[config.mk]
export PLATFORM = sky130hd
export DESIGN_NAME = balance_cntrl_pipe_flat
export DESIGN_NICKNAME = d
export VERILOG_FILES = /design/src/rtl/balance_cntrl_pipe_pkg.sv /design/src/rtl/balance_cntrl_pipe_if.sv /design/src/rtl/balance_cntrl_pipe_pid.sv /design/src/rtl/balance_cntrl_pipe.sv /design/src/flat_wrapper.sv
export SDC_FILE = /design/constraint.sdc
export NUM_CORES = 1
export LEC_CHECK = 0
export BUFFER_PORTS_ARGS = -buffer_cell sky130_fd_sc_hd__buf_2
export CAP_MARGIN = 20
export CORE_MARGIN = 2
export CORE_UTILIZATION = 55
export CTS_CLUSTER_DIAMETER = 80
export DETAILED_ROUTE_END_ITERATION = 16
export PLACE_DENSITY = 0.7
export SYNTH_ARGS = -nofsm -noshare
export SYNTH_HDL_FRONTEND = slang
export SYNTH_HIERARCHICAL = 1
export SYNTH_SLANG_ARGS = --single-unit
[constraint.sdc]
create_clock -name clk -period 5.71 [get_ports clk]
set_input_delay 0.571 -clock clk [delete_from_list [all_inputs] [get_ports clk]]
set_output_delay 0.571 -clock clk [all_outputs]
set_load 0.03 [all_outputs]
[src/rtl/balance_cntrl_pipe_pkg.sv]
// Shared types, constants and arithmetic helpers
// for the balance controller slice.
package balance_pkg;

  typedef enum logic [1:0] {
    OFF  = 2'd0,
    SOFT = 2'd1,
    RUN  = 2'd2
  } state_e;

  localparam int P_GAIN    = 5;
  localparam int D_SHIFT   = 6;
  localparam int SLEW_STEP = 64;

  localparam logic [11:0] STEER_LO  = 12'h200;
  localparam logic [11:0] STEER_HI  = 12'hE00;
  localparam logic [11:0] STEER_MID = 12'h7FF;

  function automatic logic signed [31:0] sat(
    input logic signed [31:0] v,
    input int                 w
  );
    logic signed [31:0] hi;
    logic signed [31:0] lo;
    hi = (32'sd1 <<< (w - 1)) - 32'sd1;
    lo = -hi - 32'sd1;
    if (v > hi)      sat = hi;
    else if (v < lo) sat = lo;
    else             sat = v;
  endfunction

  function automatic logic signed [31:0] step_to(
    input logic signed [31:0] cur,
    input logic signed [31:0] tgt,
    input int                 step
  );
    if (tgt > cur + step)      step_to = cur + step;
    else if (tgt < cur - step) step_to = cur - step;
    else                       step_to = tgt;
  endfunction

endpackage

[src/rtl/balance_cntrl_pipe_if.sv]
// Sensor/command inputs and motor-speed outputs
// of the balance controller.
interface balance_cntrl_pipe_if #(
  parameter int SPD_W = 12
);
  logic                    vld;
  logic signed [15:0]      ptch;
  logic signed [15:0]      ptch_rt;
  logic                    pwr_up;
  logic                    rider_off;
  logic [11:0]             steer_pot;
  logic                    en_steer;
  logic signed [SPD_W-1:0] lft_spd;
  logic signed [SPD_W-1:0] rght_spd;
  logic                    too_fast;
  logic                    running;

  modport master (
    output vld, ptch, ptch_rt, pwr_up,
    output rider_off, steer_pot, en_steer,
    input  lft_spd, rght_spd, too_fast, running
  );

  modport slave (
    input  vld, ptch, ptch_rt, pwr_up,
    input  rider_off, steer_pot, en_steer,
    output lft_spd, rght_spd, too_fast, running
  );
endinterface

[src/rtl/balance_cntrl_pipe_pid.sv]
// PID core: P/I/D terms, overflow-holding integrator,
// registered and saturated PID_cntrl.
module balance_pid
  import balance_pkg::*;
#(
  parameter int SPD_W   = 12,
  parameter int I_SHIFT = 6
) (
  input  logic                    clk,
  input  logic                    rst_n,
  input  logic                    vld,
  input  logic                    clr,
  input  logic                    off,
  input  logic signed [15:0]      ptch,
  input  logic signed [15:0]      ptch_rt,
  output logic signed [SPD_W-1:0] pid_cntrl
);

  logic signed [17:0]      integ_q, integ_d;
  logic signed [SPD_W-1:0] pid_q, pid_d;
  logic signed [9:0]       ptch_sat;
  logic signed [18:0]      isum;
  logic signed [31:0]      p_term, i_term, d_term, total;

  always_comb begin
    if (ptch > 16'sd511)       ptch_sat = 10'sd511;
    else if (ptch < -16'sd512) ptch_sat = -10'sd512;
    else                       ptch_sat = ptch[9:0];

    p_term = P_GAIN * 32'(ptch_sat);
    i_term = 32'(integ_q >>> I_SHIFT);
    d_term = -32'(ptch_rt >>> D_SHIFT);
    total  = p_term + i_term + d_term;
    isum   = 19'(integ_q) + 19'(ptch_sat);

    integ_d = integ_q;
    pid_d   = pid_q;
    if (vld) begin
      pid_d = SPD_W'(sat(total, SPD_W));
      // hold rather than wrap when the 18-bit range is exceeded
      if (isum[18] == isum[17]) integ_d = isum[17:0];
    end
    if (clr) integ_d = '0;
    if (off) pid_d = '0;
  end

  always_ff @(posedge clk or negedge rst_n) begin
    if (!rst_n) begin
      integ_q <= '0;
      pid_q   <= '0;
    end else begin
      integ_q <= integ_d;
      pid_q   <= pid_d;
    end
  end

  assign pid_cntrl = pid_q;

endmodule

[src/rtl/balance_cntrl_pipe.sv]
// Balance controller top: power FSM, soft-start, pipeline, steer mix, too_fast.
// Optional output slew limiting under `BALANCE_SLEW_LIMIT_EN.
module balance_cntrl_pipe
  import balance_pkg::*;
#(
  parameter bit FAST_SIM    = 1'b1,
  parameter int SPD_W       = 12,
  parameter int PIPE_STAGES = 1,
  parameter int I_SHIFT     = 6,
  parameter int TOO_FAST_HI = 1536,
  parameter int TOO_FAST_LO = 1280
) (
  input logic                clk,
  input logic                rst_n,
  balance_cntrl_pipe_if.slave bus
);

  localparam int TW = FAST_SIM ? 4 : 16;

  state_e                  state_q, state_d;
  logic [7:0]              ss_q, ss_d;
  logic [TW-1:0]           div_q, div_d;
  logic                    off;
  logic signed [SPD_W-1:0] pid_cntrl, pid_ss, mix_in;
  logic signed [31:0]      prod;
  logic [11:0]             pot_c;
  logic signed [13:0]      diff;
  logic signed [15:0]      steer;
  logic signed [31:0]      tgt_l, tgt_r, abs_l, abs_r;
  logic signed [SPD_W-1:0] lft_q, lft_d, rght_q, rght_d;
  logic                    tf_q, tf_d;

  assign off = !bus.pwr_up || (state_q == OFF);

  always_comb begin
    state_d = state_q;
    ss_d    = ss_q;
    div_d   = div_q;
    unique case (state_q)
      OFF: begin
        ss_d  = '0;
        div_d = '0;
        if (bus.pwr_up) state_d = SOFT;
      end
      SOFT: begin
        div_d = div_q + 1'b1;
        if (&div_q) begin
          ss_d = ss_q + 8'd1;
          if (ss_q == 8'd254) state_d = RUN;
        end
      end
      RUN:     ss_d = 8'hFF;
      default: state_d = OFF;
    endcase
    if (!bus.pwr_up) begin
      state_d = OFF;
      ss_d    = '0;
      div_d   = '0;
    end
  end

  always_ff @(posedge clk or negedge rst_n) begin
    if (!rst_n) begin
      state_q <= OFF;
      ss_q    <= '0;
      div_q   <= '0;
    end else begin
      state_q <= state_d;
      ss_q    <= ss_d;
      div_q   <= div_d;
    end
  end

  balance_pid #(
    .SPD_W   (SPD_W),
    .I_SHIFT (I_SHIFT)
  ) u_pid (
    .clk       (clk),
    .rst_n     (rst_n),
    .vld       (bus.vld && !off),
    .clr       (bus.rider_off || off),
    .off       (off),
    .ptch      (bus.ptch),
    .ptch_rt   (bus.ptch_rt),
    .pid_cntrl (pid_cntrl)
  );

  always_comb begin
    prod   = 32'(pid_cntrl) * 32'($signed({1'b0, ss_q}));
    pid_ss = SPD_W'(prod >>> 8);
  end

  if (PIPE_STAGES == 0) begin : g_direct
    assign mix_in = pid_ss;
  end else begin : g_pipe
    logic signed [SPD_W-1:0] pipe_q [PIPE_STAGES];
    always_ff @(posedge clk or negedge rst_n) begin
      if (!rst_n) begin
        for (int i = 0; i < PIPE_STAGES; i++) pipe_q[i] <= '0;
      end else begin
        pipe_q[0] <= pid_ss;
        for (int i = 1; i < PIPE_STAGES; i++) pipe_q[i] <= pipe_q[i-1];
      end
    end
    assign mix_in = pipe_q[PIPE_STAGES-1];
  end

  always_comb begin
    if (bus.steer_pot < STEER_LO)      pot_c = STEER_LO;
    else if (bus.steer_pot > STEER_HI) pot_c = STEER_HI;
    else                               pot_c = bus.steer_pot;
    diff  = $signed({2'b00, pot_c}) - $signed({2'b00, STEER_MID});
    steer = bus.en_steer ? 16'((16'(diff) * 16'sd3) >>> 4) : '0;

    tgt_l = off ? '0 : sat(32'(mix_in) + 32'(steer), SPD_W);
    tgt_r = off ? '0 : sat(32'(mix_in) - 32'(steer), SPD_W);
`ifdef BALANCE_SLEW_LIMIT_EN
    lft_d  = SPD_W'(step_to(32'(lft_q), tgt_l, SLEW_STEP));
    rght_d = SPD_W'(step_to(32'(rght_q), tgt_r, SLEW_STEP));
`else
    lft_d  = SPD_W'(tgt_l);
    rght_d = SPD_W'(tgt_r);
`endif

    abs_l = lft_q[SPD_W-1] ? -32'(lft_q) : 32'(lft_q);
    abs_r = rght_q[SPD_W-1] ? -32'(rght_q) : 32'(rght_q);
    tf_d  = tf_q;
    if (abs_l > TOO_FAST_HI || abs_r > TOO_FAST_HI)
      tf_d = 1'b1;
    else if (abs_l < TOO_FAST_LO && abs_r < TOO_FAST_LO)
      tf_d = 1'b0;
    if (off) tf_d = 1'b0;
  end

  always_ff @(posedge clk or negedge rst_n) begin
    if (!rst_n) begin
      lft_q  <= '0;
      rght_q <= '0;
      tf_q   <= 1'b0;
    end else begin
      lft_q  <= lft_d;
      rght_q <= rght_d;
      tf_q   <= tf_d;
    end
  end

  assign bus.lft_spd  = lft_q;
  assign bus.rght_spd = rght_q;
  assign bus.too_fast = tf_q;
  assign bus.running  = (state_q == RUN);

endmodule

[src/flat_wrapper.sv]
// flat-port wrapper written by rule: the top's interface ports become plain ports
module balance_cntrl_pipe_flat import balance_pkg::*;
#(
  parameter bit FAST_SIM    = 1'b1,
  parameter int SPD_W       = 12,
  parameter int PIPE_STAGES = 1,
  parameter int I_SHIFT     = 6,
  parameter int TOO_FAST_HI = 1536,
  parameter int TOO_FAST_LO = 1280
)
  (clk, rst_n, bus_vld, bus_ptch, bus_ptch_rt, bus_pwr_up, bus_rider_off, bus_steer_pot, bus_en_steer, bus_lft_spd, bus_rght_spd, bus_too_fast, bus_running);
  balance_cntrl_pipe_if #(.SPD_W(SPD_W)) bus_i ();
  input logic clk;
  input logic rst_n;
  input wire logic [$bits(bus_i.vld)-1:0] bus_vld;
  input wire logic [$bits(bus_i.ptch)-1:0] bus_ptch;
  input wire logic [$bits(bus_i.ptch_rt)-1:0] bus_ptch_rt;
  input wire logic [$bits(bus_i.pwr_up)-1:0] bus_pwr_up;
  input wire logic [$bits(bus_i.rider_off)-1:0] bus_rider_off;
  input wire logic [$bits(bus_i.steer_pot)-1:0] bus_steer_pot;
  input wire logic [$bits(bus_i.en_steer)-1:0] bus_en_steer;
  output wire logic [$bits(bus_i.lft_spd)-1:0] bus_lft_spd;
  output wire logic [$bits(bus_i.rght_spd)-1:0] bus_rght_spd;
  output wire logic [$bits(bus_i.too_fast)-1:0] bus_too_fast;
  output wire logic [$bits(bus_i.running)-1:0] bus_running;
  assign bus_i.vld = bus_vld;
  assign bus_i.ptch = bus_ptch;
  assign bus_i.ptch_rt = bus_ptch_rt;
  assign bus_i.pwr_up = bus_pwr_up;
  assign bus_i.rider_off = bus_rider_off;
  assign bus_i.steer_pot = bus_steer_pot;
  assign bus_i.en_steer = bus_en_steer;
  assign bus_lft_spd = bus_i.lft_spd;
  assign bus_rght_spd = bus_i.rght_spd;
  assign bus_too_fast = bus_i.too_fast;
  assign bus_running = bus_i.running;
  balance_cntrl_pipe #(.FAST_SIM(FAST_SIM), .SPD_W(SPD_W), .PIPE_STAGES(PIPE_STAGES), .I_SHIFT(I_SHIFT), .TOO_FAST_HI(TOO_FAST_HI), .TOO_FAST_LO(TOO_FAST_LO)) u_core (.clk(clk), .rst_n(rst_n), .bus(bus_i));
endmodule
==> results of run 1 <==
## cell usage in the layout, fill, tap and decap left out, drive strengths merged, types with 5 or more instances in the layout
cell,n
mux2i,6
and4,6
o31ai,14
o21bai,7
a221o,7
o311ai,5
ha,146
and3,14
nand4,15
or4,7
nor2b,20
xnor2,45
or3,8
fa,104
o21ai,68
a21o,12
nor4,8
xor2,28
o41ai,5
nand2b,12
and2,72
o211ai,6
a31oi,21
nor3,22
or2,8
inv,215
clkbuf,9
a211oi,14
nand2,105
a21oi,80
o31a,6
dfrtp,81
nand3,32
nor2,77
o21a,21
buf,200
## cells by family (layout without fill, tap and decap cells)
| family | Yosys count | in the layout |
|---|---|---|
| xor+xnor | 73 | 73 |
| flops | 81 | 81 |
| mux | 10 | 10 |
| compound gates | 310 | 310 |
| buf+inv | 254 | 429 |
| fa+ha+maj | 250 | 250 |
| simple gates | 421 | 421 |
## registers in the layout, summed over array words and instances (netlist names)
| register | cells |
|---|---|
| u_core/u_pid/integ_q | 18 |
| u_core/bus.lft_spd | 12 |
| u_core/bus.rght_spd | 12 |
| u_core/g_pipe.pipe_q | 12 |
| u_core/u_pid/pid_cntrl | 12 |
| u_core/ss_q | 8 |
| u_core/div_q | 4 |
| u_core/state_q | 2 |
| u_core/bus.too_fast | 1 |
## per-stage QoR
stage               total power, mW  hold slack (ns)  setup slack, ns  utilization, %  TNS, ns
CTS                            3.04            0.123           0.0265            63.9        0
detailed placement             2.45            0.506           -0.374            62.5   -10.15
floorplan                      1.94            0.275           0.0214               -        0
finish                         3.15            0.117            0.160            66.5        0
global placement               2.42            0.506           -0.317            62.5    -8.59
global route                   3.40            0.138           -0.140            66.5    -2.54
## critical path, stage by stage
cell and delay [ns]:
buf_2 0.11, nor4_2 0.28, nand3_1 0.11, nand4_1 0.10, o31a_1 0.21, and2_4 0.18
ha_4 0.13, and3_4 0.17, nand3_1 0.08, xor2_1 0.16, nor2_1 0.08, ha_1 0.36
ha_4 0.17, or3_4 0.37, nor3_4 0.27, o31ai_4 0.12, xor2_1 0.22, nand2_1 0.17
ha_4 0.34, inv_2 0.05, a2111oi_4 0.44, o41ai_4 0.15, a211oi_2 0.27, nor2_1 0.08
or3_4 0.36, buf_6 0.15, a21oi_2 0.10
## layer usage
metal  GRT usage [%]  share of wire, %  vias up
met5               0                 0        -
met4            6.28               1.9        0
met3            2.59               4.2       37
met2            42.3                49      250
met1            32.6                45     5075
li1                -                 -     5124
## worst min-delay path by stage
stage | start | endpoint | cells after the start
global placement | rst_n | u_core/u_pid/integ_q[16]$_DFFE_PN0P_ | 1
floorplan | rst_n | u_core/bus.lft_spd[0]$_DFF_PN0_ | 0
global route | rst_n | u_core/u_pid/integ_q[17]$_DFFE_PN0P_ | 1
detailed placement | rst_n | u_core/u_pid/integ_q[16]$_DFFE_PN0P_ | 1
CTS | rst_n | u_core/u_pid/integ_q[16]$_DFFE_PN0P_ | 1
finish | rst_n | u_core/u_pid/integ_q[17]$_DFFE_PN0P_ | 1
## timing repair
action,CTS,global route
setup buffers,0,9
hold buffers,0,0
gates resized for setup,4,88
setup endpoints to repair,8,35
pin swaps,0,40
gates cloned,0,1
## final cells by class
class / count / area share (%)
inverter: 213 / 5.55
tap: 280 / 2.43
timing repair buffer: 200 / 9.43
clock buffer: 9 / 1.56
sequential: 81 / 14.1
clock inverter: 7 / 0.417
multi-input combinational: 1064 / 66.6
## report_power, final
group	leakage, nW	internal, mW	switching, mW
Clock	0.131	0.301	0.264
Sequential	1.12	0.642	0.111
Combinational	5.98	0.793	1.03
==> flow_metrics.env, run 1 <==
export IMPL_startpoint_type="input pin"
export IMPL_synthArstFlopShare_pct=100
export IMPL_max_slew_margin_pct=49.4
export IMPL_worst_ir_drop_vdd_uv=183
export IMPL_dieHeight_um=152
export IMPL_yosys_area_share_adder_pct=32.3
export IMPL_place_area_mm2=0.0135
export IMPL_port_buffer_count=69
export IMPL_ys_types=96
export IMPL_ant_nets=0
export IMPL_synthTopCellsByCount="212 x inv_1, 146 x ha_1, 104 x fa_1, 103 x nand2_1, 81 x dfrtp_1"
export IMPL_dp_final_hpwl_mm=22.4
export IMPL_root_buffer="clkbuf_16"
export IMPL_reg2reg_setup_slack_ns=0.58
export IMPL_synth_area_mux_share_pct=0.992
export IMPL_hold_violations=0
export IMPL_dr_pass1_iters=5
export IMPL_status="complete, no violations"
export IMPL_grt_first_pass_wirelength_mm=47.7
export IMPL_drv_slew=0
export IMPL_synth_avg_cell_area_um2=8.65
export IMPL_ys_ff_latch=81
export IMPL_antenna_found_initial=0
export IMPL_finalSetupViolations=0
export IMPL_initialDrtViolationCount=642
export IMPL_initial_core_util_pct=55.8
export IMPL_grt_use_total_pct=24.4
export IMPL_synthXorXnorAreaFrac_pct=5.28
export IMPL_pin_count=76
export IMPL_synthCells=1399
export IMPL_period_share_pct=97.2
export IMPL_endpoint="u_core/bus.rght_spd[5]$_DFF_PN0_"
export IMPL_numCtsBuffers=9
export IMPL_cts_htree_levels=3
export IMPL_synth_compound_area_share_pct=18.1
export IMPL_grt_start_max_net_pins=57
export IMPL_gp_congestion=0.914
export IMPL_tritoncts="built"
export IMPL_fin_skew_ns=0.0126
export IMPL_register_area_mm2=0.00203
export IMPL_grt_overflow=0
export IMPL_p_leak_nw=7.23
export IMPL_cp_data_arrival_time_ns=5.83
export IMPL_min_period_ns=5.55
export IMPL_crit_start="bus_steer_pot[6]"
export IMPL_tightestPinTransition_ns=0.752
export IMPL_syn_area_mm2=0.0121
export IMPL_clk_path_buf_depth=2
export IMPL_drive_above_1_share_pct=21.3
export IMPL_layout_nets=1869
export IMPL_yosysTopAreaCellShare_pct=17.2
export IMPL_synthFlopType="dfrtp_1"
export IMPL_clk_latency_ns=0.36
export IMPL_wl_per_cell_um=15.4
export IMPL_num_vias=10500
export IMPL_synth_area_leaders="fa_1 17%, dfrtp_1 17%, ha_1 15%"
export IMPL_wl_mm=28.5
export IMPL_worstSetupPathType="in -> reg"
export IMPL_multi_input_area_mm2=0.00959
export IMPL_cts_sinks=81
export IMPL_die_area_mm2=0.0232
export IMPL_ys_seq_area_share_pct=16.7
export IMPL_synth_nets=1699
export IMPL_die_x_um=152
export IMPL_antennaDiodeCount=0
export IMPL_timing_rr_start="u_core/ss_q[2]$_DFFE_PN0P_"
export IMPL_p_per_area_mw_per_mm2=218
export IMPL_synth_edf_count=0
export IMPL_grt_pass1_vias=10300
export IMPL_synthSimpleGateAreaFrac_pct=18.4
export IMPL_layout_cells_non_filler=1854
export IMPL_fmax_mhz=180
export IMPL_ff2ff_path_depth=14
export IMPL_drc_errors=0
export IMPL_std_cell_rows=54
export IMPL_ys_warn_count=6
export IMPL_yosysMostFrequentCell="inv_1"
export IMPL_cap_violations=0
export IMPL_fillCellCount=1788
export IMPL_final_area_mm2=0.0144
export IMPL_hold_class="in -> async"
export IMPL_synth_top_cell_by_area="fa_1"
export IMPL_clk_pin_slew_ns=0.07
export IMPL_cp_data_required_time_ns=5.99
export IMPL_endpoint_kind="register"
export IMPL_core_mm2=0.0217
export IMPL_reg2reg_to="u_core/g_pipe.pipe_q[11]$_DFF_PN0_"
export IMPL_crit_fanout=5
export IMPL_area_growth_syn_to_layout_pct=19.0
export IMPL_synth_top_family_by_area="adder cells"
export IMPL_dp_cells=1828
export IMPL_viasPerCell=5.66
No activity file was read; power rests on OpenSTA's default activity.
==> run 2, diff against run 1 <==
clock period = 7.1 ns   (was 5.71 ns; I/O delays follow)
==> run 2 against run 1 <==
  * Final area fell by 10%
  * Final cell count decreased by 6.9%
  * Clock skew is 0.0015 ns lower
  * Count of clock-buffer cells in the layout unchanged
  * Wire length shrank 8.6%
  * Via count is 6.6% lower
  * Sequential power decreased by 18%
  * Critical path type unchanged
  * Critical endpoint is now u_core/bus.lft_spd[1]$_DFF_PN0_
  * Largest power group unchanged
==> flow_metrics.env, run 2 (synthesis gave the netlist of run 1 again) <==
export IMPL_max_slew_margin_pct=48.5
export IMPL_cts_sinks=81
export IMPL_grt_pass1_vias=9732
export IMPL_period_share_pct=89.0
export IMPL_drv_slew=0
export IMPL_die_area_mm2=0.0232
export IMPL_grt_use_total_pct=23.3
export IMPL_largest_register="u_core/u_pid/integ_q"
export IMPL_std_cell_rows=54
export IMPL_cts_htree_levels=3
export IMPL_layout_nets=1742
export IMPL_grt_overflow=0
export IMPL_p_per_area_mw_per_mm2=182
export IMPL_largest_register_ffs=18
export IMPL_viasPerCell=5.67
export IMPL_wl_mm=26.0
export IMPL_fin_total_pwr_mw=2.37
export IMPL_numCtsBuffers=9
export IMPL_min_period_ns=6.32
export IMPL_ant_nets=0
export IMPL_die_x_um=152
export IMPL_post_cts_buffers=0
export IMPL_drive_above_1_share_pct=9.88
export IMPL_cts_resized=0
export IMPL_endpoint_kind="register"
export IMPL_tritoncts="built"
export IMPL_crit_fanout=10
export IMPL_core_mm2=0.0217
export IMPL_clk_pin_slew_ns=0.07
export IMPL_layout_commonest_cell="inv_1"
export IMPL_worstSetupPathType="in -> reg"
export IMPL_clk_path_buf_depth=2
export IMPL_cts_hold_buffers=0
export IMPL_cap_violations=0
export IMPL_root_buffer="clkbuf_16"
export IMPL_cp_data_arrival_time_ns=6.51
export IMPL_worst_ir_drop_vdd_uv=162
export IMPL_num_vias=9795
export IMPL_antenna_found_initial=0
export IMPL_dr_pass1_iters=5
export IMPL_fin_skew_ns=0.0111
export IMPL_p_leak_nw=6.62
export IMPL_drc_errors=0
export IMPL_utilization_pct=59.8
export IMPL_rsz0062_at_grt="false"
export IMPL_dieHeight_um=152
export IMPL_final_area_mm2=0.0130
export IMPL_wl_per_cell_um=15.1
export IMPL_fmax_mhz=158
export IMPL_cp_data_required_time_ns=7.29
export IMPL_finalSetupViolations=0
export IMPL_gp_congestion=0.934
export IMPL_tns_ns=0
export IMPL_place_area_mm2=0.0126
export IMPL_port_buffer_count=69
export IMPL_hold_violations=0
export IMPL_hold_class="in -> async"
export IMPL_grt_start_max_net_pins=56
export IMPL_tightestPinTransition_ns=0.766
export IMPL_area_growth_syn_to_layout_pct=7.15
export IMPL_dp_final_hpwl_mm=21.1
export IMPL_ff2ff_path_depth=20
export IMPL_initialDrtViolationCount=662
export IMPL_pin_count=76
export IMPL_antennaDiodeCount=0
export IMPL_initial_core_util_pct=55.8
export IMPL_clk_latency_ns=0.35
export IMPL_startpoint_type="input pin"
export IMPL_status="complete, no violations"
export IMPL_mostFrequentLayoutCells="212 x inv_1, 146 x ha_1, 104 x fa_1"
export IMPL_grt_first_pass_wirelength_mm=45.7
==> run 2: changes by cell type in the layout (fill, tap and decap cells not counted), moves of 4 or more <==
cell and delta:
o21a_1 +7, a21oi_1 +5, buf_6 -4, ha_1 +24, nor2_1 +4, a21oi_2 -4
o21a_4 -7, nor2_2 -4, ha_2 -5, ha_4 -19, buf_4 -122
==> run 2: final timing paths <==
| path | startpoint | to | slack, ns |
|---|---|---|---|
| setup / recovery | bus_steer_pot[3] | u_core/bus.lft_spd[1]$_DFF_PN0_ | 0.78 |
| setup reg to reg | u_core/u_pid/integ_q[9]$_DFFE_PN0P_ | u_core/u_pid/pid_cntrl[10]$_DFFE_PN0P_ | 1.81 |
| hold reg to reg | u_core/u_pid/integ_q[0]$_DFFE_PN0P_ | u_core/u_pid/integ_q[0]$_DFFE_PN0P_ | 0.54 |
| min in group clk | u_core/u_pid/integ_q[0]$_DFFE_PN0P_ | u_core/u_pid/integ_q[0]$_DFFE_PN0P_ | 0.54 |
| max in group asynchronous | rst_n | u_core/bus.lft_spd[1]$_DFF_PN0_ | 5.77 |
| hold / removal | rst_n | u_core/u_pid/integ_q[17]$_DFFE_PN0P_ | 0.27 |
==> run 2: worst max-delay path, stage by stage <==
cell,delay [ns]
buf_2,0.12
nor4_1,0.27
nand3_1,0.12
nand4_1,0.16
o31a_1,0.21
and2_1,0.17
ha_1,0.21
and3_1,0.22
xnor2_1,0.13
nor2_1,0.08
ha_1,0.33
ha_1,0.35
nand3_1,0.09
a21oi_1,0.24
nor3_1,0.14
o31ai_1,0.36
a211oi_1,0.13
nor3_1,0.41
nand2_1,0.11
ha_1,0.45
inv_1,0.16
and3_1,0.19
a21oi_1,0.15
o211ai_1,0.19
and4b_1,0.24
o21ai_1,0.39
o21ai_0,0.18
==> run 2: metrics by stage <==
step           instances  setup slack [ns]  hold slack, ns
2_1_floorplan       1399              1.23           0.414
3_3_place_gp        1711             0.484           0.535
3_5_place_dp        1711             0.403           0.536
4_1_cts             1727             0.755           0.275
5_1_grt             1727            0.0905           0.294
6_report            1727             0.778           0.269
==> run 2: final cells by class <==
type                    count  area [µm²]
flip-flops and latches     81        2030
fillers                  1897        8720
clock buffers               9         225
inverters                 213         800
multi-input cells        1064        9090
clock inverters             7         101
well taps                 280         350
repair buffers             73         378
==> run 2: power breakdown <==
part / switching [mW] / total [mW] / leakage [nW] / internal, mW
registers: 0.100 / 0.616 / 1.12 / 0.516
clock network: 0.204 / 0.517 / 0.158 / 0.312
logic: 0.755 / 1.23 / 5.34 / 0.479
==> run 2: layer usage <==
metal | GRT usage, % | vias up | part of all wire, %
met1 | 31.9 | 4726 | 47
met3 | 3.10 | 24 | 3.7
li1 | - | 4843 | -
met4 | 4.67 | 0 | 1.3
met5 | 0 | - | 0
met2 | 39.9 | 202 | 48
==> run 3, diff against run 2 <==
PLACE_DENSITY = 0.73   (was 0.7)
==> run 3 against run 2 <==
  * Hold slack improved by 0.066 ns
  * Maximum frequency decreased by 1.3%
  * Final cell count hardly changed
  * Largest cell class unchanged
  * Global-route usage up 0.095 points
  * Non-clock buffer count fell by 1
  * Clock skew about the same
  * Sequential share of layout area barely moved
  * First-iteration DRC count down 26%
  * Critical path type unchanged
==> flow_metrics.env, run 3 (synthesis gave the netlist of run 1 again) <==
export IMPL_status="complete, no violations"
export IMPL_tns_ns=0
export IMPL_port_buffer_count=69
export IMPL_largest_register="u_core/u_pid/integ_q"
export IMPL_holdWs_ns=0.335
export IMPL_drive_above_1_share_pct=9.82
export IMPL_tightestPinTransition_ns=0.759
export IMPL_worst_ir_drop_vdd_uv=179
export IMPL_wl_per_cell_um=15.2
export IMPL_cts_sinks=81
export IMPL_hold_violations=0
export IMPL_clk_path_buf_depth=2
export IMPL_layout_commonest_cell="inv_1"
export IMPL_worstSetupPathType="in -> reg"
export IMPL_clk_latency_ns=0.35
export IMPL_cts_resized=0
export IMPL_root_buffer="clkbuf_16"
export IMPL_mostFrequentLayoutCells="212 x inv_1, 146 x ha_1, 104 x fa_1"
export IMPL_dp_final_hpwl_mm=21.1
export IMPL_register_area_mm2=0.00203
export IMPL_p_comb_share_pct=53.7
export IMPL_p_leak_nw=6.60
export IMPL_seqPwrFrac_pct=26.6
export IMPL_cts_htree_levels=3
export IMPL_ff2ff_path_depth=20
export IMPL_std_cell_rows=54
export IMPL_num_vias=9872
export IMPL_initialDrtViolationCount=490
export IMPL_wl_mm=26.2
export IMPL_grt_use_total_pct=23.4
export IMPL_min_period_ns=6.40
export IMPL_grt_start_max_net_pins=82
export IMPL_cp_data_required_time_ns=7.37
export IMPL_fmax_mhz=156
export IMPL_multi_input_area_mm2=0.00909
export IMPL_reg2reg_setup_slack_ns=1.78
export IMPL_antenna_found_initial=0
export IMPL_layout_cells_non_filler=1726
export IMPL_finalSetupViolations=0
export IMPL_drc_errors=0
export IMPL_dr_pass1_iters=6
export IMPL_cts_hold_buffers=0
export IMPL_dp_cells=1709
export IMPL_dieHeight_um=152
export IMPL_endpoint_kind="register"
export IMPL_timing_rr_start="u_core/u_pid/integ_q[9]$_DFFE_PN0P_"
export IMPL_ant_nets=0
export IMPL_period_share_pct=90.2
export IMPL_viasPerCell=5.72
export IMPL_p_per_area_mw_per_mm2=178
export IMPL_fillCellCount=1924
export IMPL_area_growth_syn_to_layout_pct=6.86
export IMPL_core_mm2=0.0217
export IMPL_grt_pass1_vias=9848
export IMPL_fin_skew_ns=0.0115
export IMPL_die_x_um=152
export IMPL_numCtsBuffers=9
export IMPL_max_slew_margin_pct=48.9
export IMPL_largest_register_ffs=18
export IMPL_reg2reg_to="u_core/u_pid/pid_cntrl[8]$_DFFE_PN0P_"
export IMPL_drv_slew=0
export IMPL_tritoncts="built"
export IMPL_hold_class="in -> async"
export IMPL_pin_count=76
export IMPL_rsz0062_at_grt="false"
export IMPL_post_cts_buffers=0
export IMPL_p_switching_mw=1.06
export IMPL_grt_overflow=0
export IMPL_startpoint_type="input pin"
export IMPL_initial_core_util_pct=55.8
export IMPL_gp_congestion=0.929
export IMPL_power_frac_clock_pct=19.6
export IMPL_cap_violations=0
export IMPL_die_area_mm2=0.0232
export IMPL_clk_pin_slew_ns=0.07
export IMPL_layout_nets=1741
export IMPL_intPower_mw=1.24
export IMPL_crit_fanout=10
export IMPL_antennaDiodeCount=0
export IMPL_switching_share_pct=46.2
export IMPL_grt_first_pass_wirelength_mm=45.7
export IMPL_cp_data_arrival_time_ns=6.67
run 3: cell types whose count changed in the layout (fill, tap and decap cells not counted):
cell | previous run | this run
buf_4 | 5 | 3
clkinvlp_4 | 1 | 2
clkinv_2 | 1 | 0
buf_12 | 0 | 1
clkinv_4 | 0 | 2
bufinv_16 | 2 | 0
run 3: metal layers:
| layer | vias to the layer above | routed length (µm) | part of all wire (%) | GRT usage [%] |
|---|---|---|---|---|
| met5 | - | 0 | 0 | 0 |
| met4 | 0 | 624 | 2.4 | 6.76 |
| li1 | 4839 | - | - | - |
| met3 | 40 | 1190 | 4.5 | 3.41 |
| met1 | 4779 | 11800 | 45 | 31.4 |
| met2 | 214 | 12600 | 48 | 39.6 |
run 3: worst max-delay path by stage:
stage,start,to,cells after the start
after detailed placement,bus_steer_pot[3],u_core/bus.lft_spd[7]$_DFF_PN0_,27
final,bus_steer_pot[3],u_core/bus.rght_spd[5]$_DFF_PN0_,27
after global placement,bus_steer_pot[3],u_core/bus.lft_spd[3]$_DFF_PN0_,27
after global routing,bus_steer_pot[3],u_core/bus.lft_spd[5]$_DFF_PN0_,27
after CTS,bus_steer_pot[3],u_core/bus.lft_spd[7]$_DFF_PN0_,27
after floorplan,bus_ptch[12],u_core/u_pid/pid_cntrl[10]$_DFFE_PN0P_,23
run 3: critical path, cell delays in order:
cell and delay [ns]:
buf_2 0.12, nor4_1 0.27, nand3_1 0.12, nand4_1 0.17, o31a_1 0.21, and2_1 0.17
ha_1 0.21, and3_1 0.23, xnor2_1 0.13, nor2_1 0.08, ha_1 0.32, ha_1 0.35
nand3_1 0.10, a21oi_1 0.25, nor3_1 0.14, nor3_1 0.34, nor3_1 0.11, xnor2_1 0.43
nand2_1 0.12, ha_1 0.46, inv_1 0.12, nor2_1 0.20, o41ai_2 0.13, a211oi_2 0.32
nor2_1 0.07, or3_1 0.57, a21oi_2 0.20
run 3: final cells by class:
class | instances | area share (%)
clock buffer | 9 | 1.74
timing repair buffer | 72 | 2.96
multi-input combinational | 1064 | 70.3
tap | 280 | 2.71
clock inverter | 7 | 0.474
sequential | 81 | 15.7
inverter | 213 | 6.18
run 3: per-stage QoR:
step	instance area [µm²]	total power, mW	setup slack, ns	util, %
after floorplan	12100	1.56	1.23	-
after global placement	12600	1.82	0.518	58.2
after detailed placement	12600	1.85	0.396	58.2
after CTS	12900	2.31	0.739	59.6
after global routing	12900	2.50	0.00751	59.7
final	12900	2.30	0.697	59.7
run 3: power by group through the flow:
stage | Sequential [mW] | Clock (mW) | Combinational [mW]
6_report | 0.614 | 0.452 | 1.24
5_1_grt | 0.630 | 0.483 | 1.38
4_1_cts | 0.613 | 0.463 | 1.23
3_5_place_dp | 0.623 | 0 | 1.22
3_3_place_gp | 0.619 | 0 | 1.20
2_1_floorplan | 0.651 | 0 | 0.913
